**src/rtl/clk_div_pkg.sv**
```systemverilog
// Shared constants for the programmable clock divider.
// Mode encodings and the default counter width.
package clk_div_pkg;

  localparam logic MODE_TOGGLE = 1'b0;
  localparam logic MODE_PULSE  = 1'b1;

  localparam int DEF_CNT_W = 16;

endpackage

```
**src/rtl/sync_2ff.sv**
```systemverilog
// 1-bit two-flop synchroniser, async active-high reset.
// Used to bring a level input into the inClk domain.
module sync_2ff (
  input  logic inClk,
  input  logic reset,
  input  logic d,
  output logic q
);

  logic meta;

  // two-stage shift, both stages clear on reset
  always_ff @(posedge inClk or posedge reset) begin
    if (reset) begin
      meta <= 1'b0;
      q    <= 1'b0;
    end else begin
      meta <= d;
      q    <= meta;
    end
  end

endmodule

```
**src/rtl/clk_divider_prog.sv**
```systemverilog
// Runtime-programmable clock divider (toggle or pulse mode).
// Optional macro CLKDIV_EN_SYNC_EN adds a 2-flop synchroniser on en.
module clk_divider_prog
  import clk_div_pkg::*;
#(
  parameter int   CNT_W        = DEF_CNT_W,
  parameter int   DEFAULT_HALF = 5,
  parameter logic DEFAULT_MODE = MODE_TOGGLE
) (
  input  logic             inClk,
  input  logic             reset,
  input  logic             en,
  input  logic             loadDiv,
  input  logic [CNT_W-1:0] halfPeriod,
  input  logic             modeIn,
  output logic             outClk,
  output logic             tick,
  output logic             loadPending,
  output logic [CNT_W-1:0] curHalf
);

  localparam logic [CNT_W-1:0] RST_HALF = CNT_W'(DEFAULT_HALF);

  logic             enEff;
  logic [CNT_W-1:0] cnt;
  logic [CNT_W-1:0] activeHalf;
  logic             activeMode;
  logic [CNT_W-1:0] shadowHalf;
  logic             shadowMode;
  logic [CNT_W-1:0] lastCnt;
  logic             boundary;
  logic             applyNow;

`ifdef CLKDIV_EN_SYNC_EN
  sync_2ff uEnSync (
    .inClk (inClk),
    .reset (reset),
    .d     (en),
    .q     (enEff)
  );
`else
  assign enEff = en;
`endif

  assign curHalf = activeHalf;

  // terminal count: a programmed 0 behaves like 1
  always_comb begin
    lastCnt  = '0;
    if (activeHalf != '0)
      lastCnt = activeHalf - 1'b1;
    boundary = enEff && (cnt == lastCnt);
    // a load landing on a boundary waits for the next one
    applyNow = boundary && loadPending && !loadDiv;
  end

  // counter, shadow/active settings and registered outputs
  always_ff @(posedge inClk or posedge reset) begin
    if (reset) begin
      cnt         <= '0;
      outClk      <= 1'b0;
      tick        <= 1'b0;
      loadPending <= 1'b0;
      activeHalf  <= RST_HALF;
      activeMode  <= DEFAULT_MODE;
      shadowHalf  <= RST_HALF;
      shadowMode  <= DEFAULT_MODE;
    end else if (!enEff) begin
      tick <= 1'b0;
      if (loadDiv) begin
        activeHalf  <= halfPeriod;
        activeMode  <= modeIn;
        shadowHalf  <= halfPeriod;
        shadowMode  <= modeIn;
        cnt         <= '0;
        loadPending <= 1'b0;
      end
    end else begin
      if (loadDiv) begin
        shadowHalf  <= halfPeriod;
        shadowMode  <= modeIn;
        loadPending <= 1'b1;
      end
      if (boundary) begin
        cnt <= '0;
        if (activeMode == MODE_PULSE) begin
          outClk <= 1'b1;
          tick   <= 1'b1;
        end else begin
          outClk <= ~outClk;
          tick   <= ~outClk;
        end
        if (applyNow) begin
          activeHalf  <= shadowHalf;
          activeMode  <= shadowMode;
          loadPending <= 1'b0;
        end
      end else begin
        cnt  <= cnt + 1'b1;
        tick <= 1'b0;
        if (activeMode == MODE_PULSE)
          outClk <= 1'b0;
      end
    end
  end

endmodule

```
**config.mk**
```make
export PLATFORM = sky130hd
export DESIGN_NAME = clk_divider_prog
export DESIGN_NICKNAME = d
export VERILOG_FILES = /design/src/rtl/clk_div_pkg.sv /design/src/rtl/sync_2ff.sv /design/src/rtl/clk_divider_prog.sv
export SDC_FILE = /design/constraint.sdc
export NUM_CORES = 1
export LEC_CHECK = 0
export CAP_MARGIN = 25
export CORE_MARGIN = 4
export CORE_UTILIZATION = 50
export CTS_CLUSTER_SIZE = 8
export DETAILED_ROUTE_END_ITERATION = 7
export HOLD_SLACK_MARGIN = 0.05
export PLACE_DENSITY = 0.75
export SETUP_SLACK_MARGIN = 0.2
export SYNTH_ARGS = -nofsm -noshare
export SYNTH_HDL_FRONTEND = slang
export SYNTH_HIERARCHICAL = 1
export SYNTH_SLANG_ARGS = --single-unit
```
**constraint.sdc**
```tcl
create_clock -name inClk -period 2.9 [get_ports inClk]
set_input_delay 0.58 -clock inClk [delete_from_list [all_inputs] [get_ports inClk]]
set_output_delay 0.58 -clock inClk [all_outputs]
set_load 0.005 [all_outputs]
```
# ---- Word-level counts from Yosys, hierarchy flattened
# Cells that the tools add are included.
dict set report word_totals {
  inputBits 21
  elab_cells 45
  register_bits 53
  out_inout_bits 19
}
dict set report op_classes {
  n_bitwise 1
  eq_ne 3
  reduce_logical 9
  n_addsub 2
  n_mux 22
}
# op count
set op_table {}
lappend op_table {{$mux W16} 8}
lappend op_table {{$add A16 B1 Y16 const B} 1}
lappend op_table {{$eq A16 B16 Y1} 1}
lappend op_table {{$reduce_bool A16 Y1} 1}
lappend op_table {{$sub A16 B1 Y16 const B} 1}
lappend op_table {{$mux W1} 14}
lappend op_table {{$ne A2 B1 Y1 const B} 2}
lappend op_table {{$reduce_bool A2 Y1} 2}
lappend op_table {{$logic_and A1 B1 Y1} 3}
lappend op_table {{$reduce_and A3 Y1} 1}
lappend op_table {{$reduce_and A2 Y1} 1}
lappend op_table {{$logic_not A1 Y1} 1}
lappend op_table {{$not A1 Y1} 1}

# ---- Depth between registers and ports, before layout
# Gate-level depths: netlist of run 1.
dict set report logic_depth {
  word_depth 9
  ltp_mapped 12
  mapped_depth_nobuf 11
}

# ---- Least setup slack after synthesis of run 1
# Ideal clock, no wire load.
dict set report synth_timing {
  path_type {register to register}
  startpoint {register activeHalf[3], in the netlist curHalf[3]}
  endpoint {register cnt[5]}
  n_path_buf 2
  required_time_ns 2.776
  t_arrival_ns 3.102
  stages_incl_launch_ff 12
  setup_time_ns 0.124
  setup_slack_ns -0.326
  synth_period_minus_slack_ns 3.226
  path_cell_list {dfrtp_1 -> buf_6 -> or4_4 -> or2_4 -> o31a_1 -> or4b_1 -> o22a_1 -> o32ai_4 -> a31o_4 -> buf_6 -> nor3_1 -> a211o_1}
}
dict set report synth_between {
  elab_chain_cells 6
  elab_cells_between_ends 7
  classes_between {add/sub (1); eq/ne (1); mux (3); reduce/logical (2)}
}
# element line_no
set synth_lines {}
lappend synth_lines {{start, declared} clk_divider_prog.sv:26} ;# logic [CNT_W-1:0] activeHalf;
lappend synth_lines {{start signal, assigned} clk_divider_prog.sv:71} ;# activeHalf <= halfPeriod;
lappend synth_lines {{start signal, assigned} clk_divider_prog.sv:94} ;# activeHalf <= shadowHalf;
lappend synth_lines {{$sub A16 B1 Y16 / $reduce_bool A16 Y1 (equally long branches)} {clk_divider_prog.sv:51, clk_divider_prog.sv:50}}
lappend synth_lines {{$mux W16 (*)} clk_divider_prog.sv:50} ;# if (activeHalf != '0)
lappend synth_lines {{$eq A16 B16 Y1 (*)} clk_divider_prog.sv:52} ;# boundary = enEff && (cnt == lastCnt);
lappend synth_lines {{$logic_and A1 B1 Y1 (*)} clk_divider_prog.sv:52}
lappend synth_lines {{$mux W16 (*)} clk_divider_prog.sv:84} ;# if (boundary) begin
lappend synth_lines {{$mux W16 (*)} clk_divider_prog.sv:68} ;# end else if (!enEff) begin
lappend synth_lines {{end signal, assigned} clk_divider_prog.sv:99} ;# cnt <= cnt + 1'b1;
lappend synth_lines {{end, declared} clk_divider_prog.sv:25} ;# logic [CNT_W-1:0] cnt;
# Mark *: on every way between the ends. The rest lies on a longest branch, timed or not.
# A chain may end at the register's enable or synchronous reset.

# ---- Worst setup path after layout of run 1
dict set report layout_timing {
  startpoint {register activeHalf[3], in the netlist curHalf[3]}
  endpoint {register cnt[12]}
}
# The elaborated chain is that of the path after synthesis.

==> flow_summary.toml, run 1 <==
[route]
first_pass_iters = 5
totalWireLength_microns = 9790
wl_per_cell_microns = 17.2
route.met2.wl_microns = 4910
dr_wl_met3_microns = 480
drt_iter0_drc = 309
vias = 3515
viasPerCell = 6.17
antenna_left = 0
drt-met1-wl_microns = 4170
drc = 0
top_layer_used = "met4"

[timing]
fmax_ghz = 0.313
skew_ns = 0.00548
period_needed_ns = 3.19
max_slew_margin_pct = 72.4
hold_viol_final = 0
finalCritPeriodShare_pct = 110
setup_viol = 36
slew_viol_final = 0
worstMarginPinSlew_ns = 0.411
setup_slack_ns = -0.292
rsz0062_at_grt = "true"

[logic_synthesis]
ys.warnings.count = 6
synth_area_per_cell_sq_um = 8.58
synthCells = 397
ys_types = 63
syn_nets = 420
async_reset_ff_share_pct = 100
ys_seq_area_share_pct = 39.1
ys_ff_latch = 53
netlist_area_sq_um = 3410
synth_edf_count = 0
ys.flop_type = "dfrtp_1"

[setup_path]
path_depth = 10
slowest_delay_ns = 0.55
startpoint_type = "flip-flop"
path_cells = "or4_4, or2_4, o31a_1, or4b_1, o22a_1, o32ai_4, a31o_4, buf_12, nor2_1, a211o_1"
critical_path_arrival_ns = 3.40
end_kind = "flip-flop"
cp.required_ns = 3.11
ff2ff_path_depth = 10
crit_buf_inv = 1
crit_type = "reg2reg"
path_max_fanout = 9
cp_top_family = "simple AND/OR/NAND/NOR gates"
cp_slowest_cell = "or4_4"

[finish]
instances_no_fill = 570
design_area_sq_um = 4650
drive_gt1_share_pct = 27.4
area_delta_synth_final_pct = 36.5
nets = 515
antenna_cells = 0
nFillCells = 507
final_util_pct = 71.6

[run_status]
status = "complete, but fails checks"
violations = "negative setup slack"

[placed_design]
port_buffers = 39
gp_congestion = 0.857
dp_hpwl_microns = 6960
dpl.cell_count = 556
pre_cts_slack_ns = -0.282
place_area_sq_um = 4360

[cts]
cts_buffers = 5
root_buffer = "clkbuf_8"
htreeDepth = 2
cts_sinks = 53
clock_latency_ns = 0.31
cts_max_path_buffers = 2
path_clk_slew_ns = 0.10
cts_tree = "built"

[floorplan]
fp.dieArea_sq_um = 8200
rows = 29
fp.dieH_microns = 90.5
core_region_area_sq_um = 6490
io_pins = 40
die_w_microns = 90.5
start_util_pct = 52.5

[grt]
grt_max_degree = 54
grt.overflow.total = 0
grt_pass1_vias = 3381
grt_pass1_wl_microns = 16100
grt_usage_pct = 23.7
antenna_found_initial = 0

[run]
drv_cap = 0

[power]
leakagePower_nw = 2.01
peakVddDrop_v = 0.000315
power_density_nw_per_um2 = 447

[min_path]
holdPathStages = 2
hp-class = "reg2reg"
==> kinds of logic (layout without fill, tap and decap cells) <==
group / count (synthesis) / after routing / synth area share [%]
muxes: 3 / 3 / 0.881
AOI/OAI and AO/OA: 98 / 98 / 22.5
buffers and inverters: 41 / 137 / 5.29
adders and majority gates: 2 / 2 / 0.734
and+or+nand+nor: 188 / 188 / 28.0
xor gates and xnor gates: 12 / 12 / 3.49
DFF: 53 / 53 / 39.1
==> metrics by stage <==
step / power (W) / hold WS [ns] / setup TNS (ns)
CTS: 0.00204 / 0.478 / -5.83
finish: 0.00208 / 0.475 / -6.51
floorplan: 0.00122 / 0.431 / -4.71
global placement: 0.00154 / 0.451 / -4.88
detailed placement: 0.00156 / 0.455 / -6.81
global route: 0.00218 / 0.515 / -10.16
==> registers in the layout (all words and copies together) (netlist names) <==
signal and count:
shadowHalf 16, activeMode 1, cnt 16, shadowMode 1
outClk 1, loadPending 1, curHalf 16, tick 1
==> final timing paths <==
check | from | endpoint | slack (ns)
max | curHalf[3] | cnt[12] | -0.29
max in group asynchronous | reset | curHalf[0] | 1.98
max reg2reg | curHalf[3] | cnt[12] | -0.29
min | shadowHalf[14] | shadowHalf[14] | 0.47
min reg2reg | shadowHalf[14] | shadowHalf[14] | 0.47
min in group asynchronous | reset | cnt[14] | 0.63
==> placed cells by master, fill, tap and decap left out, types with 10 or more instances in the layout <==
master / n
dfrtp_1: 49
nor2_1: 17
a22oi_1: 16
nor3_1: 10
clkdlybuf4s50_1: 39
nand2_1: 78
nand3_1: 20
o211ai_1: 17
inv_1: 12
buf_4: 70
==> synth_stat cells (2+ instances only) <==
master | instances | share of area [%]
o22a_1 | 2 | 0.51
o22ai_1 | 4 | 0.73
o2bb2a_1 | 2 | 0.59
a31o_1 | 2 | 0.51
ha_1 | 2 | 0.73
buf_6 | 2 | 0.66
xor2_1 | 4 | 1.0
a21oi_1 | 7 | 1.0
or4b_1 | 2 | 0.59
or4_1 | 7 | 1.5
o211ai_1 | 17 | 3.7
nor4_1 | 6 | 1.1
o21ai_0 | 8 | 1.2
a22oi_1 | 16 | 3.5
a311oi_1 | 2 | 0.51
a21o_1 | 3 | 0.66
xnor2_1 | 7 | 1.8
nand4b_1 | 3 | 0.77
o311ai_0 | 3 | 0.77
nand3_1 | 23 | 3.4
or2_2 | 8 | 1.5
nor2_1 | 20 | 2.2
buf_2 | 5 | 0.73
a31oi_1 | 4 | 0.73
or3_1 | 7 | 1.3
buf_1 | 3 | 0.33
nand4_1 | 8 | 1.5
mux2i_1 | 3 | 0.88
dfstp_2 | 4 | 3.1
dfrtp_1 | 49 | 36
and3_1 | 4 | 0.73
clkbuf_1 | 15 | 1.7
nor3_1 | 11 | 1.6
inv_1 | 13 | 1.4
o31ai_1 | 9 | 2.0
nand2_1 | 79 | 8.7
a211o_1 | 5 | 1.3
nor3b_1 | 3 | 0.66
==> worst reg2reg max path: stages (launching register included) <==
cell	delay, ns
dfrtp_1	0.40
or4_4	0.55
or2_4	0.25
o31a_1	0.27
or4b_1	0.51
o22a_1	0.21
o32ai_4	0.19
a31o_4	0.27
buf_12	0.14
nor2_1	0.05
a211o_1	0.26
==> per-layer routing <==
layer | GRT usage, % | vias up
li1 | - | 1658
met1 | 31.4 | 1716
met2 | 39.8 | 121
met3 | 2.75 | 20
met4 | 8.93 | 0
met5 | 0 | -
==> repair_timing <==
action,4_1_cts,5_1_grt
buffers inserted,4,2
setup endpoints to repair,36,36
hold buffers,0,0
endpoints found under the hold margin,0,0
pin swaps,8,5
gates resized for setup,20,19
cloned,0,0
==> final cells by class <==
class	instances	area, sq um	area share (%)
clock buffer	6	82.6	1.78
clock inverter	2	13.8	0.296
inverter	14	52.6	1.13
multi-input combinational	303	2050	44.2
sequential	53	1330	28.6
tap	77	96.3	2.07
timing repair buffer	115	1020	21.9
==> where the power goes <==
part           leakage (nW)  switching, W  internal (W)  total (W)
clock                0.0512      0.000265      0.000195   0.000460
combinational          1.28      0.000374      0.000400   0.000773
sequential            0.672     0.0000432      0.000804   0.000847
total                  2.01      0.000682       0.00140    0.00208
Power figures use the tool's default switching activity.
==> inputs of run 2 (changes only) <==
--- a/config.mk
+++ b/config.mk
@@ -8,7 +8,8 @@
 export CAP_MARGIN = 25
 export CORE_MARGIN = 4
 export CORE_UTILIZATION = 50
-export CTS_CLUSTER_SIZE = 8
+export CTS_BUF_LIST = sky130_fd_sc_hd__clkbuf_2
+export CTS_CLUSTER_SIZE = 25
 export DETAILED_ROUTE_END_ITERATION = 7
 export HOLD_SLACK_MARGIN = 0.05
 export PLACE_DENSITY = 0.75
==> run 2 against run 1 <==
  * The run still ends with negative setup slack left
  * Sequential power about the same
  * Cell area decreased by 1.3%
  * Total power decreased by 7.6%
  * Critical path depth increased by 1
  * Combinational power decreased by 0.6%
  * Cell count decreased by 0.18%
  * Wire length decreased by 1.3%
  * Worst setup slack got worse by 0.029 ns
  * Clock power decreased by 34%
==> flow_summary.toml, run 2 (synthesized netlist as in run 1, its figures left out) <==
[run_status]
status = "complete, but fails checks"
violations = "negative setup slack"

[power]
leakagePower_nw = 1.96
power_density_nw_per_um2 = 419
peakVddDrop_v = 0.000307
power.total_w = 0.00192

[floorplan]
core_region_area_sq_um = 6490
die_w_microns = 90.5
fp.dieArea_sq_um = 8200
start_util_pct = 52.5
io_pins = 40
rows = 29
fp.dieH_microns = 90.5

[grt]
grt_usage_pct = 23.5
grt_pass1_vias = 3335
grt_max_degree = 54
grt_pass1_wl_microns = 15900
grt.overflow.total = 0
antenna_found_initial = 0

[finish]
drive_gt1_share_pct = 26.8
instances_no_fill = 569
mostFrequentLayoutCells = "78 x nand2_1, 67 x buf_4, 49 x dfrtp_1, 39 x clkdlybuf4s50_1, 20 x nand3_1"
area_delta_synth_final_pct = 34.6
antenna_cells = 0
register_area_sq_um = 1330
final_common_cell = "nand2_1"
nFillCells = 523
nets = 514
multi_input_area_sq_um = 2050
design_area_sq_um = 4590

[cts]
cts_tree = "built"
root_buffer = "clkbuf_2"
cts_max_path_buffers = 2
cts_sinks = 53
path_clk_slew_ns = 0.28
clock_latency_ns = 0.45
htreeDepth = 2
hold_buffers = 0
cts_buffers = 5

[setup_path]
timing.rr.end = "loadPending"
startpoint_type = "flip-flop"
startpoint = "curHalf[5]"
rrSetupSlack_ns = -0.32
path_cells = "buf_4, or4_1, or4_4, nor4_4, a211oi_2, buf_4, a2111oi_4, nand4_1, and4bb_2, nand2_2, a31o_1"
reg2reg_from = "curHalf[5]"
critical_path_arrival_ns = 3.60
cp_slowest_cell = "or4_4"
crit_type = "reg2reg"
cp_top_family = "simple AND/OR/NAND/NOR gates"
cp.required_ns = 3.28
crit_top_cell = "buf_4"
slowest_delay_ns = 0.54
crit_buf_inv = 2
end_kind = "flip-flop"
ff2ff_path_depth = 11
path_max_fanout = 3

[min_path]
hp-class = "in2async"

[timing]
rsz0062_at_grt = "true"
setup_slack_ns = -0.321
whs_ns = 0.442
fmax_ghz = 0.311
worstMarginPinSlew_ns = 0.515
hold_viol_final = 0
finalCritPeriodShare_pct = 111
setup_viol = 36
period_needed_ns = 3.22
skew_ns = 0.0202
max_slew_margin_pct = 65.3
slew_viol_final = 0

[route]
drc = 0
viasPerCell = 6.09
wl_per_cell_microns = 17.0
drt_iter0_drc = 220
first_pass_iters = 5
antenna_left = 0
vias = 3463
totalWireLength_microns = 9660

[placed_design]
place_area_sq_um = 4360
port_buffers = 39
gp_congestion = 0.857
dp_hpwl_microns = 6960
dpl.cell_count = 556

[run]
drv_cap = 0
-- run 2: cell count changes in the layout (fill, tap and decap cells not counted), moves of 3 or more --
cell and delta:
o21ai_0 +3, clkbuf_8 -6, buf_4 -3, clkbuf_2 +5
-- run 2: how the worst max path moves through the flow --
stage                              to  slack (ns)  depth (start not counted)
after floorplan                cnt[5]       -0.24                         11
after global placement        cnt[14]       -0.22                         12
after detailed placement  loadPending       -0.28                         10
after CTS                     cnt[12]       -0.29                         10
after global routing           outClk       -0.46                         12
final                     loadPending       -0.32                         11
-- run 2: worst register-to-register path: stages, from the launching register on --
cell and delay [ns]:
dfrtp_1 0.47, buf_4 0.14, or4_1 0.50, or4_4 0.54, nor4_4 0.16, a211oi_2 0.08
buf_4 0.15, a2111oi_4 0.31, nand4_1 0.13, and4bb_2 0.37, nand2_2 0.09, a31o_1 0.21
-- run 2: layout make-up --
cell class | instances | share of cell area (%)
inverter | 14 | 1.15
timing repair buffer | 114 | 22.2
multi-input combinational | 303 | 44.6
tap | 77 | 2.10
clock buffer | 5 | 0.546
sequential | 53 | 29.0
clock inverter | 3 | 0.382
-- run 2: report_power, final --
group / leakage [nW] / switching, W / total [W] / internal, W
Combinational: 1.26 / 0.000374 / 0.000768 / 0.000394
Sequential: 0.672 / 0.0000434 / 0.000849 / 0.000805
Clock: 0.0304 / 0.000248 / 0.000305 / 0.0000576
Total: 1.96 / 0.000664 / 0.00192 / 0.00126
-- run 2: repair_timing --
item	4_1_cts	5_1_grt
cloned	0	0
setup endpoints to repair	36	36
gates resized for setup	17	18
setup buffers	4	1
pin swaps	9	12
-- run 2: stage by stage --
| stage | setup WS [ns] | TNS [ns] | util, % |
|---|---|---|---|
| after floorplan | -0.238 | -4.71 | - |
| after global placement | -0.217 | -4.88 | 67.1 |
| after detailed placement | -0.282 | -6.81 | 67.1 |
| after CTS | -0.289 | -6.99 | 69.3 |
| after global routing | -0.464 | -11.81 | 70.6 |
| final | -0.321 | -6.92 | 70.6 |
-- run 2: per-layer routing --
layer / vias up / wire, microns / GRT usage (%)
met1: 1698 / 4240 / 31.1
li1: 1655 / - / -
met2: 89 / 4730 / 39.0
met3: 21 / 364 / 2.83
met5: - / 0 / 0
met4: 0 / 325 / 9.31
==> inputs of run 3 (changes only) <==
--- a/config.mk
+++ b/config.mk
@@ -11,8 +11,10 @@
 export CTS_BUF_LIST = sky130_fd_sc_hd__clkbuf_2
 export CTS_CLUSTER_SIZE = 25
 export DETAILED_ROUTE_END_ITERATION = 7
+export GPL_TIMING_DRIVEN = 1
 export HOLD_SLACK_MARGIN = 0.05
 export PLACE_DENSITY = 0.75
+export REMOVE_ABC_BUFFERS = 1
 export SETUP_SLACK_MARGIN = 0.2
 export SYNTH_ARGS = -nofsm -noshare
 export SYNTH_HDL_FRONTEND = slang
==> run 3 against run 2 <==
  * The run still ends with negative setup slack left
  * Sequential cell count is the same
  * Sequential share of layout area shrank 1.4 points
  * Wire length grew 10%
  * Worst setup slack gained 0.020 ns
  * Worst hold slack gained 0.062 ns
  * Largest cell class unchanged
==> flow_summary.toml, run 3 (synthesized netlist as in run 1, its figures left out) <==
[route]
first_pass_iters = 5
antenna_left = 0
wl_per_cell_microns = 18.4
drc = 0
vias = 3669
viasPerCell = 6.33
drt_iter0_drc = 267
totalWireLength_microns = 10700

[setup_path]
cp.required_ns = 3.30
path_max_fanout = 6
ff2ff_path_depth = 12
startpoint = "curHalf[1]"
end_kind = "flip-flop"
rrSetupSlack_ns = -0.30
cp_slowest_cell = "or4_4"
slowest_delay_ns = 0.53
crit_type = "reg2reg"
path_cells = "buf_4, or3_4, buf_4, or4_4, o211ai_1, a31oi_1, o211ai_1, and3_1, nand3_4, buf_4, o2bb2a_4, o31ai_1"
timing.rr.end = "curHalf[10]"
reg2reg_from = "curHalf[1]"
startpoint_type = "flip-flop"
crit_top_cell = "buf_4"
critical_path_arrival_ns = 3.60

[timing]
slew_viol_final = 0
fmax_ghz = 0.312
hold_viol_final = 0
setup_viol = 36
tns_ns = -8.39
max_slew_margin_pct = 44.5
setup_slack_ns = -0.301
worstMarginPinSlew_ns = 0.831
skew_ns = 0.0217
finalCritPeriodShare_pct = 110
rsz0062_at_grt = "true"
period_needed_ns = 3.20

[cts]
cts_max_path_buffers = 2
cts_sinks = 53
cts_tree = "built"
hold_buffers = 0
root_buffer = "clkbuf_2"
cts_buffers = 5
path_clk_slew_ns = 0.27
clock_latency_ns = 0.46
htreeDepth = 2

[finish]
mostFrequentLayoutCells = "78 x nand2_1, 71 x buf_4, 49 x dfrtp_1, 39 x clkdlybuf4s50_1, 18 x nor2_1"
final_util_pct = 74.1
design_area_sq_um = 4810
nets = 525
area_delta_synth_final_pct = 41.2
antenna_cells = 0
nFillCells = 445
final_common_cell = "nand2_1"
drive_gt1_share_pct = 31.4
instances_no_fill = 580

[power]
peakVddDrop_v = 0.000384
leakagePower_nw = 2.06
power_density_nw_per_um2 = 421

[grt]
grt_usage_pct = 26.2
grt_pass1_vias = 3683
grt_max_degree = 40
grt_pass1_wl_microns = 17800
grt.overflow.total = 0
antenna_found_initial = 0

[floorplan]
core_region_area_sq_um = 6490
rows = 29
io_pins = 40
fp.dieH_microns = 90.5
start_util_pct = 52.5
die_w_microns = 90.5
fp.dieArea_sq_um = 8200

[placed_design]
port_buffers = 39
dpl.cell_count = 557
pre_cts_slack_ns = -0.423
gp_congestion = 0.902
place_area_sq_um = 4300
dp_hpwl_microns = 7140

[run]
drv_cap = 0

[run_status]
violations = "negative setup slack"
status = "complete, but fails checks"

[min_path]
min_to = "shadowHalf[0]"
holdCritStartpoint = "shadowHalf[0]"
holdPathStages = 2
hp-class = "reg2reg"
==> run 3: changes by cell type in the layout (fill, tap and decap cells not counted), sizes merged <==
cell / change
a31o: +2
clkbuf: +2
clkinv: -2
buf: +9
==> run 3: power breakdown <==
| part | internal [W] | switching (W) |
|---|---|---|
| Clock | 0.0000643 | 0.000245 |
| Combinational | 0.000445 | 0.000425 |
| Sequential | 0.000805 | 0.0000394 |
==> run 3: metrics by stage <==
step | hold slack (ns) | total power (W)
floorplan | 0.431 | 0.00120
global placement | 0.448 | 0.00155
detailed placement | 0.453 | 0.00157
CTS | 0.507 | 0.00198
global route | 0.547 | 0.00212
finish | 0.504 | 0.00202
==> run 3: layout make-up <==
| type | instances | area [sq um] | area share (%) |
|---|---|---|---|
| Clock inverter | 1 | 3.75 | 0.0780 |
| Sequential cell | 53 | 1330 | 27.7 |
| Inverter | 14 | 52.6 | 1.09 |
| Tap cell | 77 | 96.3 | 2.00 |
| Multi-Input combinational cell | 305 | 2210 | 46.0 |
| Timing Repair Buffer | 123 | 1080 | 22.4 |
| Clock buffer | 7 | 35.0 | 0.728 |
==> run 3: worst max path at each step <==
stage                        endpoint  slack [ns]
final                     curHalf[10]       -0.30
after global routing      curHalf[10]       -0.43
after CTS                      cnt[7]       -0.23
after detailed placement      cnt[13]       -0.42
after global placement         cnt[7]       -0.35
after floorplan           curHalf[11]       -0.79
==> run 3: timing repair <==
item | CTS | global route
pin swaps | 17 | 10
setup buffers | 7 | 6
endpoints found under the setup margin | 36 | 36
gates resized for setup | 61 | 17
cloned | 2 | 0
==> run 3: metal layers <==
| metal | vias to the layer above | share of wire (%) | wire length (microns) | track usage (%) |
|---|---|---|---|---|
| met4 | 0 | 3.3 | 357 | 10.8 |
| met1 | 1775 | 41 | 4320 | 33.4 |
| met2 | 172 | 50 | 5290 | 44.6 |
| met5 | - | 0 | 0 | 0 |
| li1 | 1688 | - | - | - |
| met3 | 34 | 6.5 | 692 | 3.50 |
==> run 3: worst max-delay path: cells and delay by family, from the launching register on <==
family          cells  cell delay [ns]
simple gates        4             1.31
buf+inv             3             0.47
flops               1             0.45
compound gates      5             0.92
